--- src/rtl/imem_loader_pkg.sv ---
// Shared definitions for the boot-time instruction-memory loader:
// FSM state encoding, header length and word geometry.
package imem_loader_pkg;

    localparam int unsigned WordW        = 32;
    localparam int unsigned HdrBytes     = 2;
    localparam int unsigned BytesPerWord = WordW / 8;

    typedef enum logic [2:0] {
        StIdle  = 3'd0,
        StHdrHi = 3'd1,
        StHdrLo = 3'd2,
        StData  = 3'd3,
        StLast  = 3'd4,
        StCksum = 3'd5,
        StDone  = 3'd6,
        StErr   = 3'd7
    } state_t;

    // States in which the loader is willing to take a stream byte.
    function automatic logic state_accepts(state_t s);
        return (s == StHdrHi) || (s == StHdrLo) || (s == StData) || (s == StCksum);
    endfunction

endpackage

--- src/rtl/imem_loader_byte_word_assembler.sv ---
// Big-endian byte-to-word assembler: counts bytes within a word, shifts them
// in MSB first and emits a registered one-cycle word_valid after the last byte.
module byte_word_assembler
    import imem_loader_pkg::*;
#(
    parameter int unsigned N = WordW
) (
    input  logic         clk,
    input  logic         reset,
    input  logic         clear,
    input  logic         byte_en,
    input  logic [7:0]   byte_in,
    output logic         word_end,
    output logic         word_valid,
    output logic [N-1:0] word
);

    localparam int unsigned Bytes = N / 8;
    localparam int unsigned CntW  = (Bytes > 1) ? $clog2(Bytes) : 1;

    logic [CntW-1:0] byte_cnt_q;
    logic [N-1:0]    sr_q;
    logic            word_valid_q;

    // Combinational: this accepted byte completes the current word.
    assign word_end   = byte_en && (byte_cnt_q == CntW'(Bytes - 1));
    assign word_valid = word_valid_q;
    assign word       = sr_q;

    // Byte counter, shift register and delayed word-complete pulse.
    always_ff @(posedge clk) begin
        if (reset) begin
            byte_cnt_q   <= '0;
            sr_q         <= '0;
            word_valid_q <= 1'b0;
        end else begin
            word_valid_q <= word_end;
            if (clear) begin
                byte_cnt_q <= '0;
            end else if (byte_en) begin
                byte_cnt_q <= word_end ? '0 : byte_cnt_q + 1'b1;
            end
            // Shift only on acceptance so a pending word survives the write pulse.
            if (byte_en) begin
                sr_q <= {sr_q[N-9:0], byte_in};
            end
        end
    end

endmodule

--- src/rtl/imem_loader.sv ---
// Boot-time instruction-memory loader. Receives a byte stream (2-byte word
// count, then big-endian words), writes the instruction memory and holds the
// CPU in reset until the image is complete.
// Optional feature: define IMEM_LOADER_CKSUM_EN to require a trailing XOR
// checksum byte before the load is declared done.
module imem_loader
    import imem_loader_pkg::*;
#(
    parameter int unsigned N      = WordW,
    parameter int unsigned N_REG  = 256,
    localparam int unsigned ADDR_W = $clog2(N_REG)
) (
    input  logic              clk,
    input  logic              reset,
    input  logic              start,
    input  logic [7:0]        in_data,
    input  logic              in_valid,
    output logic              in_ready,
    output logic              imem_we,
    output logic [ADDR_W-1:0] imem_addr,
    output logic [N-1:0]      imem_wdata,
    output logic              cpu_hold,
    output logic              done,
    output logic              error,
    output logic [ADDR_W:0]   words_loaded
);

    localparam int unsigned CntW = HdrBytes * 8;

    state_t            state_q, state_d;
    logic [CntW-1:0]   cnt_q;
    logic [ADDR_W:0]   idx_q;
    logic              accept;
    logic              restart;
    logic              data_byte;
    logic              word_end;
    logic              last_word;
    logic [CntW-1:0]   hdr_cnt;

    assign in_ready  = state_accepts(state_q);
    assign accept    = in_valid && in_ready;
    assign restart   = start && ((state_q == StIdle) || (state_q == StDone) ||
                                 (state_q == StErr));
    assign data_byte = accept && (state_q == StData);
    assign hdr_cnt   = {cnt_q[CntW-1:8], in_data};
    // Word index only advances on the write pulse, so while the last word is
    // being received it still equals that word's index.
    assign last_word = (CntW'(idx_q) + CntW'(1)) == cnt_q;

    byte_word_assembler #(
        .N (N)
    ) u_asm (
        .clk        (clk),
        .reset      (reset),
        .clear      (restart),
        .byte_en    (data_byte),
        .byte_in    (in_data),
        .word_end   (word_end),
        .word_valid (imem_we),
        .word       (imem_wdata)
    );

    assign imem_addr    = idx_q[ADDR_W-1:0];
    assign words_loaded = idx_q;
    assign done         = (state_q == StDone);
    assign error        = (state_q == StErr);
    assign cpu_hold     = (state_q != StDone);

`ifdef IMEM_LOADER_CKSUM_EN
    logic [7:0] xor_q;

    // Running XOR over payload bytes, restarted with each load.
    always_ff @(posedge clk) begin
        if (reset || restart) begin
            xor_q <= 8'h00;
        end else if (data_byte) begin
            xor_q <= xor_q ^ in_data;
        end
    end
`endif

    // Next-state logic.
    always_comb begin
        state_d = state_q;
        case (state_q)
            StIdle: begin
                if (start) state_d = StHdrHi;
            end
            StHdrHi: begin
                if (accept) state_d = StHdrLo;
            end
            StHdrLo: begin
                if (accept) begin
                    if (hdr_cnt > CntW'(N_REG)) begin
                        state_d = StErr;
                    end else if (hdr_cnt == '0) begin
`ifdef IMEM_LOADER_CKSUM_EN
                        state_d = StCksum;
`else
                        state_d = StDone;
`endif
                    end else begin
                        state_d = StData;
                    end
                end
            end
            StData: begin
                if (word_end && last_word) state_d = StLast;
            end
            StLast: begin
`ifdef IMEM_LOADER_CKSUM_EN
                state_d = StCksum;
`else
                state_d = StDone;
`endif
            end
`ifdef IMEM_LOADER_CKSUM_EN
            StCksum: begin
                if (accept) state_d = (in_data == xor_q) ? StDone : StErr;
            end
`endif
            StDone, StErr: begin
                if (start) state_d = StHdrHi;
            end
            default: state_d = StIdle;
        endcase
    end

    // State register.
    always_ff @(posedge clk) begin
        if (reset) begin
            state_q <= StIdle;
        end else begin
            state_q <= state_d;
        end
    end

    // Header word count, MSB byte first.
    always_ff @(posedge clk) begin
        if (reset) begin
            cnt_q <= '0;
        end else if (accept && (state_q == StHdrHi)) begin
            cnt_q[CntW-1:8] <= in_data;
        end else if (accept && (state_q == StHdrLo)) begin
            cnt_q[7:0] <= in_data;
        end
    end

    // Word index / words_loaded: advances on each write pulse.
    always_ff @(posedge clk) begin
        if (reset || restart) begin
            idx_q <= '0;
        end else if (imem_we) begin
            idx_q <= idx_q + 1'b1;
        end
    end

endmodule

--- config.mk ---
export PLATFORM = sky130hd
export DESIGN_NAME = imem_loader
export DESIGN_NICKNAME = d
export VERILOG_FILES = /design/src/rtl/imem_loader_pkg.sv /design/src/rtl/imem_loader_byte_word_assembler.sv /design/src/rtl/imem_loader.sv
export SDC_FILE = /design/constraint.sdc
export NUM_CORES = 1
export LEC_CHECK = 0
export CELL_PAD_IN_SITES_DETAIL_PLACEMENT = 2
export CELL_PAD_IN_SITES_GLOBAL_PLACEMENT = 2
export CORE_MARGIN = 1.5
export CORE_UTILIZATION = 33
export DETAILED_ROUTE_END_ITERATION = 10
export GPL_TIMING_DRIVEN = 0
export HOLD_SLACK_MARGIN = 0.05
export MAX_ROUTING_LAYER = met4
export PLACE_DENSITY_LB_ADDON = 0.25
export REMOVE_ABC_BUFFERS = 1
export SLEW_MARGIN = 20
export SYNTH_ARGS = -nofsm -noshare
export SYNTH_HDL_FRONTEND = slang
export SYNTH_HIERARCHICAL = 1
export SYNTH_SLANG_ARGS = --single-unit
--- constraint.sdc ---
create_clock -name clk -period 4.9 [get_ports clk]
set_input_delay 0.98 -clock clk [delete_from_list [all_inputs] [get_ports clk]]
set_output_delay 0.98 -clock clk [all_outputs]
set_load 0.01 [all_outputs]
==> impl_metrics.tcl <==
set metrics [dict create \
    port_buffers 65 \
    synthTopCellsByCount "63 x dfxtp_1, 63 x nor2_1, 51 x mux2i_1" \
    finalSetupTns_ns 0 \
    rows 34 \
    synth_top_family_by_area "simple AND/OR/NAND/NOR gates" \
    powerDensity_nw_per_um2 285 \
    slew_viol_final 0 \
    cellLeakagePower_nw 1.29 \
    layout.cells.non_filler 479 \
    fmax_mhz 313 \
    gp_congestion 0.753 \
    ant_nets 0 \
    synth_xor_area_frac 0.0535 \
    crit_required_ns 5.13 \
    p_seq_frac 0.491 \
    rsz0062_at_grt "false" \
    rrSetupSlack_ns 2.19 \
    drt_first_pass_iters 4 \
    clockBufferDepth 2 \
    status "complete, no violations" \
    power.share.combinational 0.087 \
    drive_gt1_frac 0.0755 \
    critical_path_class "input port to flip-flop" \
    async_reset_ff_frac 0 \
    cts_tree "built" \
    setup_viol 0 \
    numCtsBuffers 9 \
    synth_top_area_cell "dfxtp_1" \
    clkSlewWorstSetupHoldPaths_ns 0.07 \
    ys_top_cells_by_area "dfxtp_1 43%, mux2i_1 17%, nor2_1 8.0%, buf_4 3.3%, xor2_1 3.0%" \
    hold_class "flip-flop to flip-flop" \
    cp.arrival_ns 3.42 \
    dp_hpwl_um 5370 \
    synth.yosys.warnings 6 \
    avgRoutedWirePerCell_um 16.0 \
    grt_overflow 0 \
    syn_to_final_growth_pct 29.5 \
    grt_max_degree 35 \
    grt_pass1_vias 2597 \
    dp_cells 463 \
    ys_ff_latch 63 \
    synth_cell_types 52 \
    viasPerCell 5.08 \
    fin_crit_ns 3.19 \
    synth-simple-area-share 0.202 \
    postCtsSetupBuffers 0 \
    synth_top_cell_area_share 0.428 \
    p_clk_frac 0.421 \
    switching_share 0.251 \
    worstSetupStartpointType "input port" \
    via_count 2431 \
    syn_area_per_cell_um2 9.32 \
    ir_worst_vdd_mv 0.149 \
    grt_first_pass_wirelength_um 13000 \
    synth_area_um2 2940 \
    antenna_found_initial 0 \
    clock_sinks 63 \
    p_sw_w 0.000273 \
    core_region_area_um2 8680 \
    max_cap_viol_count 0 \
    pin_count 66 \
    cts-hold-fix-buffers 0 \
    yosys_most_used_dff "dfxtp_1" \
    die_y_um 97.5 \
    nNetsFinal 380 \
    design.die.area_um2 9500 \
    root_buffer "clkbuf_8" \
    ctsHtreeMaxLevel 3 \
    synth.area.mux_share 0.173 \
    cts_resized 0 \
    synthCells 316 \
    crit_fanout 16 \
    internal-power_w 0.000814 \
    critPathCaptureType "flip-flop" \
    drt-total-wl_um 7670 \
    start_util 0.339 \
    die_x_um 97.5 \
    tightest_slew_ns 0.561 \
    fin_crit_sh 0.652 \
    synth-seq-area-share 0.428 \
    synthAdderAreaFrac 0.00850 \
    maxSlewHeadroom 0.625 \
    drt_iter0_markers 40 \
    final.setup_skew_ns 0.00705 \
    clock_latency_ns 0.34 \
    drc 0 \
    n_antenna_cell 0 \
    finalHoldViolations 0 \
    synth-compound-area-share 0.0765 \
    grt_util_all_layers 0.174 \
    fin_util 0.439 \
    synth_edf_count 0 \
]
sequential cells by signal, indices dropped and copies added, names as in the netlist:
signal	count
u_asm/word	32
cnt_q	16
words_loaded	9
state_q	3
u_asm/byte_cnt_q	2
u_asm/word_valid	1
worst max-delay path, cell delays in order:
cell and delay, ns:
clkdlybuf4s50_1 0.54, nand2b_1 0.21, nor2_4 0.50, and2_1 0.24, nand3_1 0.10, nor4_1 0.22, o2111ai_1 0.24, o311a_1 0.39
cell families (layout without fill, tap and decap cells):
| kind of cell | count (synthesis) | after routing |
|---|---|---|
| mux | 51 | 51 |
| xor+xnor | 18 | 18 |
| simple gates | 122 | 122 |
| fa+ha+maj | 2 | 2 |
| compound gates | 29 | 29 |
| flops | 63 | 63 |
| buf+inv | 31 | 86 |
placed cells by master (no fill, tap or decap), types with 2 or more instances in the layout:
master and n:
or2_2 2, xor2_1 10, clkinv_2 2, a22o_1 2, xnor2_1 8, o21ai_0 5
and4_1 2, and2_1 3, clkbuf_8 10, dfxtp_1 63, a21oi_1 3, o31a_1 2
nor2_1 62, nand3_1 7, clkdlybuf4s50_1 64, a221o_1 2, nand2b_1 3, nor3_1 5
o31ai_1 2, ha_1 2, nor2b_1 2, a311oi_1 2, nand4_1 4, mux2i_1 51
or4_1 2, nand2_1 15, buf_12 2, inv_1 3
area by class of cell:
class                   instances  area (um^2)
repair buffers                 67          686
fillers                       947         4870
clock inverters                 5         56.3
clock buffers                  11          141
flip-flops and latches         63         1260
inverters                       3         11.3
well taps                     108          135
multi-input cells             222         1520
final timing paths:
path / start / endpoint / depth (start not counted)
setup / recovery: in_valid / state_q[0] / 8
setup reg to reg: state_q[1] / state_q[0] / 7
hold reg to reg: u_asm/word[26] / u_asm/word[26] / 2
hold / removal: u_asm/word[26] / u_asm/word[26] / 2
per-stage QoR:
stage | area (um^2) | power (W) | hold WS [ns] | setup WS [ns]
finish | 3810 | 0.00109 | 0.507 | 1.71
global route | 3810 | 0.00113 | 0.537 | 1.49
CTS | 3810 | 0.00111 | 0.510 | 1.68
detailed placement | 3610 | 0.000642 | 0.486 | 1.34
global placement | 3570 | 0.000636 | 0.474 | -0.976
floorplan | 2790 | 0.000597 | 0.461 | 0.559
power by group through the flow:
| stage | Sequential, W | Combinational, W | Clock, W |
|---|---|---|---|
| global placement | 0.000545 | 0.0000913 | 0 |
| floorplan | 0.000542 | 0.0000555 | 0 |
| detailed placement | 0.000546 | 0.0000960 | 0 |
| finish | 0.000534 | 0.0000947 | 0.000458 |
| global route | 0.000536 | 0.000105 | 0.000494 |
| CTS | 0.000534 | 0.0000969 | 0.000477 |
per-layer routing:
layer	wire length (um)	track usage	vias to the layer above
met1	3580	0.217	1189
met2	3680	0.277	50
met3	300	0.0417	11
met5	0	-	-
li1	-	-	1181
met4	104	0.0560	0
Note: power is estimated with default switching activity, not from simulation.
